<file path="src/rtl/glyph_row_renderer_if.sv">
// Bus between the glyph row renderer, the text buffer, the char ROM and video timing.
// The renderer connects through the slave modport.
interface glyph_row_renderer_if #(
  parameter int COL_W = 4
);
  logic             line_start;
  logic [2:0]       glyph_row;
  logic             pix_en;
  logic [COL_W-1:0] char_col;
  logic [6:0]       char_code;
  logic [6:0]       rom_addr;
  logic [34:0]      rom_data;
  logic             pixel;
  logic             busy;
  logic             underrun;

  modport master (
    output line_start, glyph_row, pix_en, char_code, rom_data,
    input  char_col, rom_addr, pixel, busy, underrun
  );

  modport slave (
    input  line_start, glyph_row, pix_en, char_code, rom_data,
    output char_col, rom_addr, pixel, busy, underrun
  );
endinterface

</file>
<file path="src/rtl/glyph_row_renderer.sv">
// Scanline renderer for the 5x7 character ROM: fetches each cell's code, slices the
// glyph row and serializes it as a scaled pixel stream while prefetching the next cell.
module glyph_row_renderer #(
  parameter int NUM_COLS = 10,
  parameter int CELL_W   = 6,
  parameter int SCALE    = 2,
  parameter int COL_W    = $clog2(NUM_COLS)
) (
  input  logic                clk,
  input  logic                rst_n,
  glyph_row_renderer_if.slave bus
);
  localparam int                 CELL_CW       = $clog2(CELL_W);
  localparam logic [COL_W-1:0]   LAST_COL      = COL_W'(NUM_COLS - 1);
  localparam logic [CELL_CW-1:0] LAST_CELL_CTR = CELL_CW'(CELL_W - 1);
  localparam logic [1:0]         LAST_SCALE    = 2'(SCALE - 1);

  typedef enum logic [2:0] {S_IDLE, S_FETCH, S_ADDR, S_LOAD, S_ACTIVE} state_t;
  typedef enum logic [1:0] {PF_NONE, PF_FETCH, PF_ADDR, PF_LOAD} pf_phase_t;

  state_t             state_q, state_d;
  pf_phase_t          pf_phase_q;
  logic [2:0]         row_q;
  logic [4:0]         shift_q, pf_q, slice, cur_slice;
  logic               pf_valid_q, last_cell_q;
  logic [CELL_CW-1:0] cell_ctr_q;
  logic [1:0]         scale_ctr_q;
  logic [COL_W-1:0]   char_col_q;
  logic [6:0]         rom_addr_q;
  logic               pixel_q, busy_q, underrun_q;
  logic               strobe, cell_enter, cell_wrap, line_end, pix_bit;

  assign bus.char_col = char_col_q;
  assign bus.rom_addr = rom_addr_q;
  assign bus.pixel    = pixel_q;
  assign bus.busy     = busy_q;
  assign bus.underrun = underrun_q;

  // Row 7 is the blank gap between text rows.
  assign slice = (row_q == 3'd7) ? 5'b00000 : 5'(bus.rom_data >> (int'(row_q) * 5));

  always_comb begin
    // NOTE: every signal gets a default before any branch, so no latch is inferred.
    state_d    = state_q;
    strobe     = bus.pix_en && (state_q == S_ACTIVE);
    cell_enter = (cell_ctr_q == '0) && (scale_ctr_q == '0);
    cell_wrap  = (cell_ctr_q == LAST_CELL_CTR) && (scale_ctr_q == LAST_SCALE);
    line_end   = strobe && cell_wrap && last_cell_q;
    // On the first strobe of a cell the prefetched slice is used directly.
    cur_slice  = cell_enter ? (pf_valid_q ? pf_q : 5'b00000) : shift_q;
    pix_bit    = (cell_ctr_q < CELL_CW'(5)) ? cur_slice[cell_ctr_q[2:0]] : 1'b0;
    if (bus.line_start) begin
      state_d = S_FETCH;
    end else begin
      case (state_q)
        S_FETCH:  state_d = S_ADDR;
        S_ADDR:   state_d = S_LOAD;
        S_LOAD:   state_d = S_ACTIVE;
        S_ACTIVE: if (line_end) state_d = S_IDLE;
        default:  state_d = state_q;
      endcase
    end
  end

  // NOTE: sequential state uses non-blocking assignments only, so all flops see pre-edge values.
  always_ff @(posedge clk) begin
    if (!rst_n) state_q <= S_IDLE;
    else        state_q <= state_d;
  end

  always_ff @(posedge clk) begin
    if (!rst_n) begin
      pf_phase_q  <= PF_NONE;
      row_q       <= '0;
      shift_q     <= '0;
      pf_q        <= '0;
      pf_valid_q  <= 1'b0;
      last_cell_q <= 1'b0;
      cell_ctr_q  <= '0;
      scale_ctr_q <= '0;
      char_col_q  <= '0;
      rom_addr_q  <= '0;
      pixel_q     <= 1'b0;
      busy_q      <= 1'b0;
      underrun_q  <= 1'b0;
    end else if (bus.line_start) begin
      row_q       <= bus.glyph_row;
      char_col_q  <= '0;
      busy_q      <= 1'b1;
      underrun_q  <= 1'b0;
      shift_q     <= '0;
      pf_q        <= '0;
      pf_valid_q  <= 1'b0;
      pf_phase_q  <= PF_NONE;
      cell_ctr_q  <= '0;
      scale_ctr_q <= '0;
      last_cell_q <= 1'b0;
      if (bus.pix_en) pixel_q <= 1'b0;
    end else begin
      case (state_q)
        S_ADDR: rom_addr_q <= bus.char_code;
        S_LOAD: begin
          pf_q       <= slice;
          pf_valid_q <= 1'b1;
        end
        default: ;
      endcase
      // Background fetch of the next cell runs on clock cycles, not strobes.
      if (state_q == S_ACTIVE) begin
        case (pf_phase_q)
          PF_FETCH: pf_phase_q <= PF_ADDR;
          PF_ADDR: begin
            rom_addr_q <= bus.char_code;
            pf_phase_q <= PF_LOAD;
          end
          PF_LOAD: begin
            pf_q       <= slice;
            pf_valid_q <= 1'b1;
            pf_phase_q <= PF_NONE;
          end
          default: ;
        endcase
      end
      if (bus.pix_en) begin
        pixel_q <= strobe ? pix_bit : 1'b0;
        if (busy_q && (state_q != S_ACTIVE)) underrun_q <= 1'b1;
      end
      if (strobe) begin
        if (cell_enter) begin
          shift_q     <= cur_slice;
          pf_valid_q  <= 1'b0;
          last_cell_q <= (char_col_q == LAST_COL);
          if (!pf_valid_q) underrun_q <= 1'b1;
          if (char_col_q != LAST_COL) begin
            char_col_q <= char_col_q + COL_W'(1);
            pf_phase_q <= PF_FETCH;
          end
        end
        if (scale_ctr_q == LAST_SCALE) begin
          scale_ctr_q <= '0;
          cell_ctr_q  <= cell_wrap ? '0 : cell_ctr_q + CELL_CW'(1);
        end else begin
          scale_ctr_q <= scale_ctr_q + 2'd1;
        end
        if (line_end) busy_q <= 1'b0;
      end
    end
  end
endmodule

</file>
<file path="src/flat_wrapper.sv">
// flat-port wrapper written by rule: the top's interface ports become plain ports
module glyph_row_renderer_flat 
#(
  parameter int NUM_COLS = 10,
  parameter int CELL_W   = 6,
  parameter int SCALE    = 2,
  parameter int COL_W    = $clog2(NUM_COLS)
)
  (clk, rst_n, bus_line_start, bus_glyph_row, bus_pix_en, bus_char_code, bus_rom_data, bus_char_col, bus_rom_addr, bus_pixel, bus_busy, bus_underrun);
  glyph_row_renderer_if #(.COL_W(COL_W)) bus_i ();
  input  logic clk;
  input  logic rst_n;
  input wire logic [$bits(bus_i.line_start)-1:0] bus_line_start;
  input wire logic [$bits(bus_i.glyph_row)-1:0] bus_glyph_row;
  input wire logic [$bits(bus_i.pix_en)-1:0] bus_pix_en;
  input wire logic [$bits(bus_i.char_code)-1:0] bus_char_code;
  input wire logic [$bits(bus_i.rom_data)-1:0] bus_rom_data;
  output wire logic [$bits(bus_i.char_col)-1:0] bus_char_col;
  output wire logic [$bits(bus_i.rom_addr)-1:0] bus_rom_addr;
  output wire logic [$bits(bus_i.pixel)-1:0] bus_pixel;
  output wire logic [$bits(bus_i.busy)-1:0] bus_busy;
  output wire logic [$bits(bus_i.underrun)-1:0] bus_underrun;
  assign bus_i.line_start = bus_line_start;
  assign bus_i.glyph_row = bus_glyph_row;
  assign bus_i.pix_en = bus_pix_en;
  assign bus_i.char_code = bus_char_code;
  assign bus_i.rom_data = bus_rom_data;
  assign bus_char_col = bus_i.char_col;
  assign bus_rom_addr = bus_i.rom_addr;
  assign bus_pixel = bus_i.pixel;
  assign bus_busy = bus_i.busy;
  assign bus_underrun = bus_i.underrun;
  glyph_row_renderer #(.NUM_COLS(NUM_COLS), .CELL_W(CELL_W), .SCALE(SCALE), .COL_W(COL_W)) u_core (.clk(clk), .rst_n(rst_n), .bus(bus_i));
endmodule
</file>
<file path="config.mk">
export PLATFORM = sky130hd
export DESIGN_NAME = glyph_row_renderer_flat
export DESIGN_NICKNAME = d
export VERILOG_FILES = /design/src/rtl/glyph_row_renderer_if.sv /design/src/rtl/glyph_row_renderer.sv /design/src/flat_wrapper.sv
export SDC_FILE = /design/constraint.sdc
export NUM_CORES = 1
export LEC_CHECK = 0
export CORE_MARGIN = 2
export CORE_UTILIZATION = 47
export DETAILED_ROUTE_END_ITERATION = 6
export GPL_ROUTABILITY_DRIVEN = 0
export PLACE_DENSITY = 0.82
export SLEW_MARGIN = 20
export SYNTH_ARGS = -nofsm -noshare
export SYNTH_HDL_FRONTEND = slang
export SYNTH_SLANG_ARGS = --single-unit
</file>
<file path="constraint.sdc">
create_clock -name clk -period 2.1 [get_ports clk]
set_input_delay 0.42 -clock clk [delete_from_list [all_inputs] [get_ports clk]]
set_output_delay 0.42 -clock clk [all_outputs]
set_load 0.1 [all_outputs]
</file>
==> results.py, run 1 <==
metrics = {
    "run_status": {
        "outcome": "complete, no violations",
    },
    "sta": {
        "fin_crit_ns": 1.92,
        "setup-tns-final_ns": 0,
        "final_hold_viol_count": 0,
        "max_freq_mhz": 520,
        "fin_crit_sh_pct": 91.5,
        "setup_viol": 0,
        "finalClockSkew_ns": 0.00648,
        "drv_slew": 0,
        "tightest_slew_ns": 0.639,
        "setup_slack_ns": 0.178,
        "slew_headroom_pct": 57.4,
        "rsz0062_at_grt": "false",
    },
    "clock_network": {
        "cts_hold_buf": 0,
        "cts_sinks": 39,
        "cts_root_buffer": "clkbuf_8",
        "cts_buffers": 5,
        "cts_buffer_depth": 2,
        "cts_resized": 0,
        "path_clk_slew_ns": 0.08,
        "htreeDepth": 2,
        "clkLatencyLatePin_ns": 0.29,
        "cts_tree": "yes",
        "post_cts_buffers": 0,
    },
    "finish": {
        "layout-drive-gt1-share_pct": 15.6,
        "final_core_util_pct": 65.2,
        "syn2layout_area_growth_pct": 35.7,
        "diodes": 0,
        "n_fill_cell": 341,
        "design_area_um2": 2800,
        "final_nets": 337,
    },
    "synthesis": {
        "synth_compound_area_share_pct": 13.2,
        "ys_ff_latch": 39,
        "synth_top_family_by_area": "simple AND/OR/NAND/NOR gates",
        "synthesis.area_um2": 2060,
        "synth_edf_count": 0,
        "avgSynthCellArea_um2": 9.51,
        "synth-simple-area-share_pct": 19.9,
        "synth_xor_area_share_pct": 1.70,
        "synth.most_common_cell": "dfxtp_1",
        "ys_async_sr_fraction_pct": 0,
        "yosysTopAreaCell": "dfxtp_1",
        "synthMuxAreaShare_pct": 18.3,
        "synth_ff_type": "dfxtp_1",
        "synthDistinctLibCells": 40,
        "synth_nets": 273,
        "syn_inst": 217,
        "yosysTopAreaCellShare_pct": 37.8,
        "synthAdderAreaFrac_pct": 4.24,
        "synth.area.top_cells": "dfxtp_1, mux2i_1, mux4_2",
        "synth-seq-area-share_pct": 37.8,
        "yosys_warnings": 0,
        "synth_common_cells": "dfxtp_1, mux2i_1, nor2_1",
    },
    "place": {
        "post-place-ws_ns": 0.0837,
        "hpwl_um": 3430,
        "portBuffers": 62,
        "dpl_cell_area_um2": 2710,
    },
    "floorplanning": {
        "die_h_um": 70.3,
        "die_w_um": 70.3,
        "dieArea_um2": 4940,
        "core_area_um2": 4290,
        "start_util_pct": 48.0,
        "num_rows": 24,
        "io_pins": 63,
    },
    "route": {
        "wl_per_cell_um": 13.0,
        "route.detailed.drc": 0,
        "viasPerCell": 5.25,
        "ant_nets": 0,
        "num_vias": 1752,
        "drt_iter0_drc": 114,
        "dr.pass1.iters": 4,
        "drt_wl_total_um": 4340,
    },
    "global_route": {
        "globalRouteTotalUtil_pct": 18.7,
        "grt_pass1_vias": 1664,
        "antenna_found_initial": 0,
        "grt_overflow": 0,
        "grt_pass1_wl_um": 7530,
        "grt_max_degree": 17,
    },
    "setup_path": {
        "required_ns": 2.28,
        "path_class": "register to register",
        "arrival_ns": 2.10,
        "worstPathMaxFanout": 8,
        "worstSetupStartpointType": "register",
        "end_kind": "register",
    },
    "power": {
        "peakVddDrop_mv": 0.439,
        "leakagePower_uw": 0.00109,
        "pwr_density_cell_nw_per_um2": 542,
    },
    "flow_run": {
        "maxCapViolCount": 0,
    },
    "worst_hold_path": {
        "hp-class": "register to register",
    },
}
-- sequential cells by signal, summed over array words and instances (netlist names), 2 cells and up --
name / flops
u_core.bus.char_col: 4
u_core.bus.rom_addr: 7
u_core.cell_ctr_q: 3
u_core.pf_phase_q: 2
u_core.pf_q: 5
u_core.row_q: 3
u_core.scale_ctr_q: 2
u_core.shift_q: 5
u_core.state_q: 3
-- cells by family after synthesis --
kind of cell / Yosys count
AOI/OAI and AO/OA: 44
xor gates and xnor gates: 4
adders and majority gates: 7
buffers and inverters: 20
DFF: 39
muxes: 30
and+or+nand+nor: 73
-- metrics by stage --
stage	hold WS, ns	power, uW	instances
after detailed placement	0.445	1020	326
after floorplan	0.429	901	217
after global placement	0.437	1020	326
after global routing	0.486	1580	334
after CTS	0.456	1530	334
final	0.457	1520	334
-- layer usage --
metal	part of all wire, %	global-route usage [%]
met5	0	0
met1	46	24.7
met3	6.6	5.48
met2	47	29.9
met4	0.87	4.70
-- worst max-delay path, cell delays in order, from the launching register on --
cell and delay [ns]:
dfxtp_1 0.41, inv_1 0.12, ha_1 0.15, nor4b_4 0.43, mux2_2 0.40, a32oi_1 0.25
a21oi_1 0.06
-- where the power goes --
part | switching, uW | internal [uW] | leakage [uW]
clock network | 275 | 237 | 0.0000408
logic | 92.5 | 144 | 0.000729
registers | 16.9 | 750 | 0.000316
-- path summary, 6_finish.rpt --
path | startpoint | to | slack (ns) | cells after the start
worst max-delay path | u_core.cell_ctr_q[1]$_SDFFE_PP0P_ | u_core.bus.pixel$_SDFFE_PN0P_ | 0.18 | 6
worst min-delay path | u_core.shift_q[1]$_SDFFE_PP0P_ | u_core.shift_q[1]$_SDFFE_PP0P_ | 0.46 | 2
worst min register to register | u_core.shift_q[1]$_SDFFE_PP0P_ | u_core.shift_q[1]$_SDFFE_PP0P_ | 0.46 | 2
worst max register to register | u_core.cell_ctr_q[1]$_SDFFE_PP0P_ | u_core.bus.pixel$_SDFFE_PN0P_ | 0.18 | 6
-- layout by cell type, fill, tap and decap left out, drive strengths merged, types with 2 or more instances in the layout --
| cell | n |
|---|---|
| a211oi | 2 |
| a211o | 2 |
| clkinvlp | 2 |
| o21a | 3 |
| dfxtp | 39 |
| and2 | 2 |
| nor2b | 12 |
| a21oi | 16 |
| ha | 7 |
| mux2i | 23 |
| nand2 | 13 |
| nand3 | 7 |
| and2b | 2 |
| xnor2 | 3 |
| mux4 | 6 |
| buf | 24 |
| nor2 | 19 |
| o21ai | 14 |
| clkbuf | 5 |
| clkdlybuf4s50 | 48 |
| nand3b | 6 |
| or3b | 2 |
| nor3 | 3 |
| nand2b | 2 |
| inv | 6 |
-- layout make-up --
type                            instances  area, um^2  share of cell area, %
Multi-Input combinational cell        158        1180                   42.2
Timing Repair Buffer                   72         661                   23.6
Clock inverter                          3        23.8                  0.849
Tap cell                               52        65.1                   2.32
Inverter                                5        18.8                  0.671
Clock buffer                            5        68.8                   2.46
Sequential cell                        39         781                   27.9
Note: power is estimated with default switching activity, not from simulation.
==> run 2, diff against run 1 <==
==> constraint.sdc (replaced) <==
create_clock -name clk -period 2.1 [get_ports clk]
set_input_delay 0.42 -clock clk [delete_from_list [all_inputs] [get_ports clk]]
set_output_delay 0.42 -clock clk [all_outputs]
set_load 0.02 [all_outputs]
==> results.py, run 2 (synthesized netlist as in run 1, its figures left out) <==
metrics = {
    "run_status": {
        "outcome": "complete, no violations",
    },
    "sta": {
        "setup_viol": 0,
        "slew_headroom_pct": 56.8,
        "rsz0062_at_grt": "false",
        "fin_crit_sh_pct": 86.7,
        "final_hold_viol_count": 0,
        "drv_slew": 0,
        "fin_crit_ns": 1.82,
        "finalClockSkew_ns": 0.00789,
        "hold-worst-slack_ns": 0.458,
        "tightest_slew_ns": 0.647,
        "max_freq_mhz": 549,
        "setup-tns-final_ns": 0,
    },
    "setup_path": {
        "slowest_delay_ns": 0.40,
        "arrival_ns": 1.99,
        "cp_cell_sequence": "inv_1 -> ha_1 -> nor4b_4 -> mux2_2 -> a32oi_1 -> a21oi_1",
        "end_kind": "register",
        "crit_slowest_cell": "dfxtp_1",
        "required_ns": 2.27,
        "worstSetupStartpointType": "register",
        "worstPathMaxFanout": 8,
        "path_class": "register to register",
    },
    "power": {
        "peakVddDrop_mv": 0.336,
        "leakagePower_uw": 0.00106,
        "power.total_uw": 1530,
        "pwr_density_cell_nw_per_um2": 540,
    },
    "clock_network": {
        "cts_hold_buf": 0,
        "cts_root_buffer": "clkbuf_8",
        "clkLatencyLatePin_ns": 0.29,
        "path_clk_slew_ns": 0.08,
        "htreeDepth": 2,
        "cts_tree": "yes",
        "cts_buffer_depth": 2,
        "cts_resized": 0,
        "cts_sinks": 39,
        "post_cts_buffers": 0,
        "cts_buffers": 5,
    },
    "finish": {
        "n_fill_cell": 351,
        "syn2layout_area_growth_pct": 37.0,
        "layout_commonest_cell": "clkdlybuf4s50_1",
        "largest_reg_flops": 7,
        "final_cell_mix": "clkdlybuf4s50_1, dfxtp_1, mux2i_1, nor2_1, a21oi_1",
        "layout-drive-gt1-share_pct": 9.64,
        "diodes": 0,
        "final_nets": 335,
    },
    "global_route": {
        "antenna_found_initial": 0,
        "globalRouteTotalUtil_pct": 18.9,
        "grt_pass1_vias": 1704,
        "grt_overflow": 0,
        "grt_max_degree": 17,
        "grt_pass1_wl_um": 7580,
    },
    "floorplanning": {
        "num_rows": 24,
        "die_w_um": 70.3,
        "core_area_um2": 4290,
        "io_pins": 63,
        "start_util_pct": 48.0,
        "dieArea_um2": 4940,
        "die_h_um": 70.3,
    },
    "route": {
        "ant_nets": 0,
        "wl_met2_um": 1990,
        "wl_per_cell_um": 12.7,
        "top_layer_used": "met4",
        "drt_wl_total_um": 4230,
        "wl_met1_um": 1930,
        "met3_length_um": 273,
        "route.detailed.drc": 0,
        "drt_iter0_drc": 92,
        "viasPerCell": 5.28,
        "dr.pass1.iters": 4,
        "num_vias": 1753,
    },
    "flow_run": {
        "maxCapViolCount": 0,
    },
    "worst_hold_path": {
        "hp-class": "register to register",
    },
    "place": {
        "hpwl_um": 3280,
        "portBuffers": 62,
    },
}
## run 2: area by class of cell
| class | count | area [um^2] | area share, % |
|---|---|---|---|
| sequential | 39 | 781 | 27.6 |
| timing repair buffer | 70 | 681 | 24.1 |
| multi-input combinational | 158 | 1180 | 41.8 |
| tap | 52 | 65.1 | 2.30 |
| clock buffer | 8 | 100 | 3.54 |
| inverter | 5 | 18.8 | 0.664 |
## run 2: metrics by stage
stage	util, %	setup slack, ns	instance area (um^2)	instances
after global routing	65.8	0.0896	2830	332
after floorplan	-	0.405	2060	217
after CTS	65.8	0.271	2830	332
final	65.8	0.279	2830	332
after global placement	63.5	0.0710	2730	324
after detailed placement	63.5	0.0351	2730	324
## run 2: worst paths after layout
kind | slack [ns] | from | endpoint | depth (start not counted)
max | 0.28 | u_core.cell_ctr_q[1]$_SDFFE_PP0P_ | u_core.bus.pixel$_SDFFE_PN0P_ | 6
min | 0.46 | u_core.shift_q[3]$_SDFFE_PP0P_ | u_core.shift_q[3]$_SDFFE_PP0P_ | 2
max reg2reg | 0.28 | u_core.cell_ctr_q[1]$_SDFFE_PP0P_ | u_core.bus.pixel$_SDFFE_PN0P_ | 6
min reg2reg | 0.46 | u_core.shift_q[3]$_SDFFE_PP0P_ | u_core.shift_q[3]$_SDFFE_PP0P_ | 2
## run 2: layer usage
metal  up-vias  GRT usage [%]
met2        54           29.8
li1        889              -
met1       807           25.4
met5         -              0
met3         3           6.06
met4         0           4.49
## run 2: critical path: cells and delay by family, from the launching register on
| kind | cells | cell delay [ns] |
|---|---|---|
| AND/OR/NAND/NOR | 1 | 0.38 |
| adder cells (fa/ha/maj) | 1 | 0.15 |
| flip-flops | 1 | 0.40 |
| buffers and inverters | 1 | 0.11 |
| AO/OA/AOI/OAI | 2 | 0.28 |
| multiplexers | 1 | 0.39 |
## run 2: power by group
group	switching, uW	total, uW	internal, uW
clock	249	549	300
combinational	62.3	206	144
sequential	21.0	772	751
==> run 3, diff against run 2 <==
Settings changed: ABC_AREA set to 0, CTS_BUF_LIST set to sky130_fd_sc_hd__clkbuf_16.
==> results.py, run 3 (synthesized netlist as in run 1, its figures left out) <==
metrics = {
    "clock_network": {
        "htreeDepth": 2,
        "cts_buffers": 5,
        "cts_hold_buf": 0,
        "cts_root_buffer": "clkbuf_16",
        "cts_sinks": 39,
        "cts_buffer_depth": 2,
        "post_cts_buffers": 0,
        "cts_resized": 0,
        "path_clk_slew_ns": 0.06,
        "cts_tree": "yes",
        "clkLatencyLatePin_ns": 0.28,
    },
    "sta": {
        "fin_crit_ns": 1.82,
        "setup-tns-final_ns": 0,
        "drv_slew": 0,
        "setup_slack_ns": 0.278,
        "finalClockSkew_ns": 0.00674,
        "rsz0062_at_grt": "false",
        "slew_headroom_pct": 55.8,
        "final_hold_viol_count": 0,
        "setup_viol": 0,
        "tightest_slew_ns": 0.663,
        "max_freq_mhz": 549,
        "fin_crit_sh_pct": 86.8,
    },
    "global_route": {
        "antenna_found_initial": 0,
        "grt_pass1_vias": 1749,
        "globalRouteTotalUtil_pct": 19.4,
        "grt_max_degree": 17,
        "grt_util_met2_pct": 30.9,
        "grt_pass1_wl_um": 7800,
        "use_met1_pct": 25.9,
        "grt_overflow": 0,
        "busiest_layer": "met2",
        "grt_use_met3_pct": 5.05,
    },
    "setup_path": {
        "required_ns": 2.26,
        "path_class": "register to register",
        "worstRegToRegCells": 6,
        "cp_cell_sequence": "inv_1 -> ha_1 -> nor4b_4 -> mux2_2 -> a32oi_1 -> a21oi_1",
        "crit_slowest_cell": "dfxtp_1",
        "slowest_delay_ns": 0.39,
        "cp_top_family": "flip-flops",
        "path_buf_inv": 1,
        "end_kind": "register",
        "worstPathMaxFanout": 8,
        "worst-path-stages": 6,
        "arrival_ns": 1.99,
        "worstSetupStartpointType": "register",
    },
    "floorplanning": {
        "die_w_um": 70.3,
        "core_area_um2": 4290,
        "io_pins": 63,
        "num_rows": 24,
        "dieArea_um2": 4940,
        "die_h_um": 70.3,
        "start_util_pct": 48.0,
    },
    "finish": {
        "layout_commonest_cell": "clkdlybuf4s50_1",
        "diodes": 0,
        "layout-drive-gt1-share_pct": 8.93,
        "final_nets": 335,
        "syn2layout_area_growth_pct": 38.8,
        "largest_reg_flops": 7,
        "final_core_util_pct": 66.7,
        "final_cell_mix": "clkdlybuf4s50_1, dfxtp_1, mux2i_1, nor2_1, a21oi_1",
        "n_fill_cell": 343,
    },
    "power": {
        "peakVddDrop_mv": 0.331,
        "leakagePower_uw": 0.00108,
        "power.total_uw": 1690,
        "pwr_density_cell_nw_per_um2": 590,
    },
    "route": {
        "ant_nets": 0,
        "num_vias": 1769,
        "dr.pass1.iters": 4,
        "drt_wl_total_um": 4440,
        "drt_iter0_drc": 87,
        "route.detailed.drc": 0,
        "viasPerCell": 5.33,
        "wl_per_cell_um": 13.4,
    },
    "run_status": {
        "outcome": "complete, no violations",
    },
    "place": {
        "portBuffers": 62,
        "hpwl_um": 3280,
        "post-place-ws_ns": 0.0351,
    },
    "worst_hold_path": {
        "hp-class": "register to register",
        "worstHoldPathCells": 2,
    },
    "flow_run": {
        "maxCapViolCount": 0,
    },
}
## run 3: cell types whose count changed in the layout (fill, tap and decap cells not counted), sizes merged
cell / before / now
clkinv: 0 / 2
clkbuf: 8 / 5
inv: 5 / 6
## run 3: tightest hold or removal path, cell delays in order, from the launching register on
cell,delay [ns]
dfxtp_1,0.31
nand2_1,0.05
a21oi_1,0.05
## run 3: final cells by class
type	count	area, um^2	share of cell area [%]
Timing Repair Buffer	70	681	23.8
Clock inverter	3	11.3	0.393
Clock buffer	5	125	4.37
Inverter	5	18.8	0.656
Tap cell	52	65.1	2.27
Sequential cell	39	781	27.3
Multi-Input combinational cell	158	1180	41.3
## run 3: stage by stage
| step | std cells | hold WS, ns | cell area, um^2 |
|---|---|---|---|
| finish | 332 | 0.454 | 2860 |
| global route | 332 | 0.474 | 2860 |
| CTS | 332 | 0.461 | 2860 |
| detailed placement | 324 | 0.456 | 2730 |
| global placement | 324 | 0.440 | 2730 |
| floorplan | 217 | 0.429 | 2060 |
## run 3: path summary, 6_finish.rpt
kind                                                        start                              to  slack [ns]
worst max-delay path            u_core.cell_ctr_q[1]$_SDFFE_PP0P_   u_core.bus.pixel$_SDFFE_PN0P_        0.28
worst min-delay path               u_core.shift_q[3]$_SDFFE_PP0P_  u_core.shift_q[3]$_SDFFE_PP0P_        0.45
worst max register to register  u_core.cell_ctr_q[1]$_SDFFE_PP0P_   u_core.bus.pixel$_SDFFE_PN0P_        0.28
worst min register to register     u_core.shift_q[3]$_SDFFE_PP0P_  u_core.shift_q[3]$_SDFFE_PP0P_        0.45
## run 3: layer usage
layer  up-vias  share of wire [%]  wire length (um)
met5         -                  0                 0
met4         0                1.7                75
met3        10                5.9               262
met2        57                 46              2040
met1       811                 46              2060
li1        891                  -                 -
## run 3: where the power goes
| part | total (uW) | internal (uW) | switching [uW] | leakage [uW] |
|---|---|---|---|---|
| sequential | 774 | 752 | 21.8 | 0.000316 |
| combinational | 207 | 144 | 63.5 | 0.000690 |
| clock | 708 | 427 | 281 | 0.0000701 |
| total | 1690 | 1320 | 366 | 0.00108 |
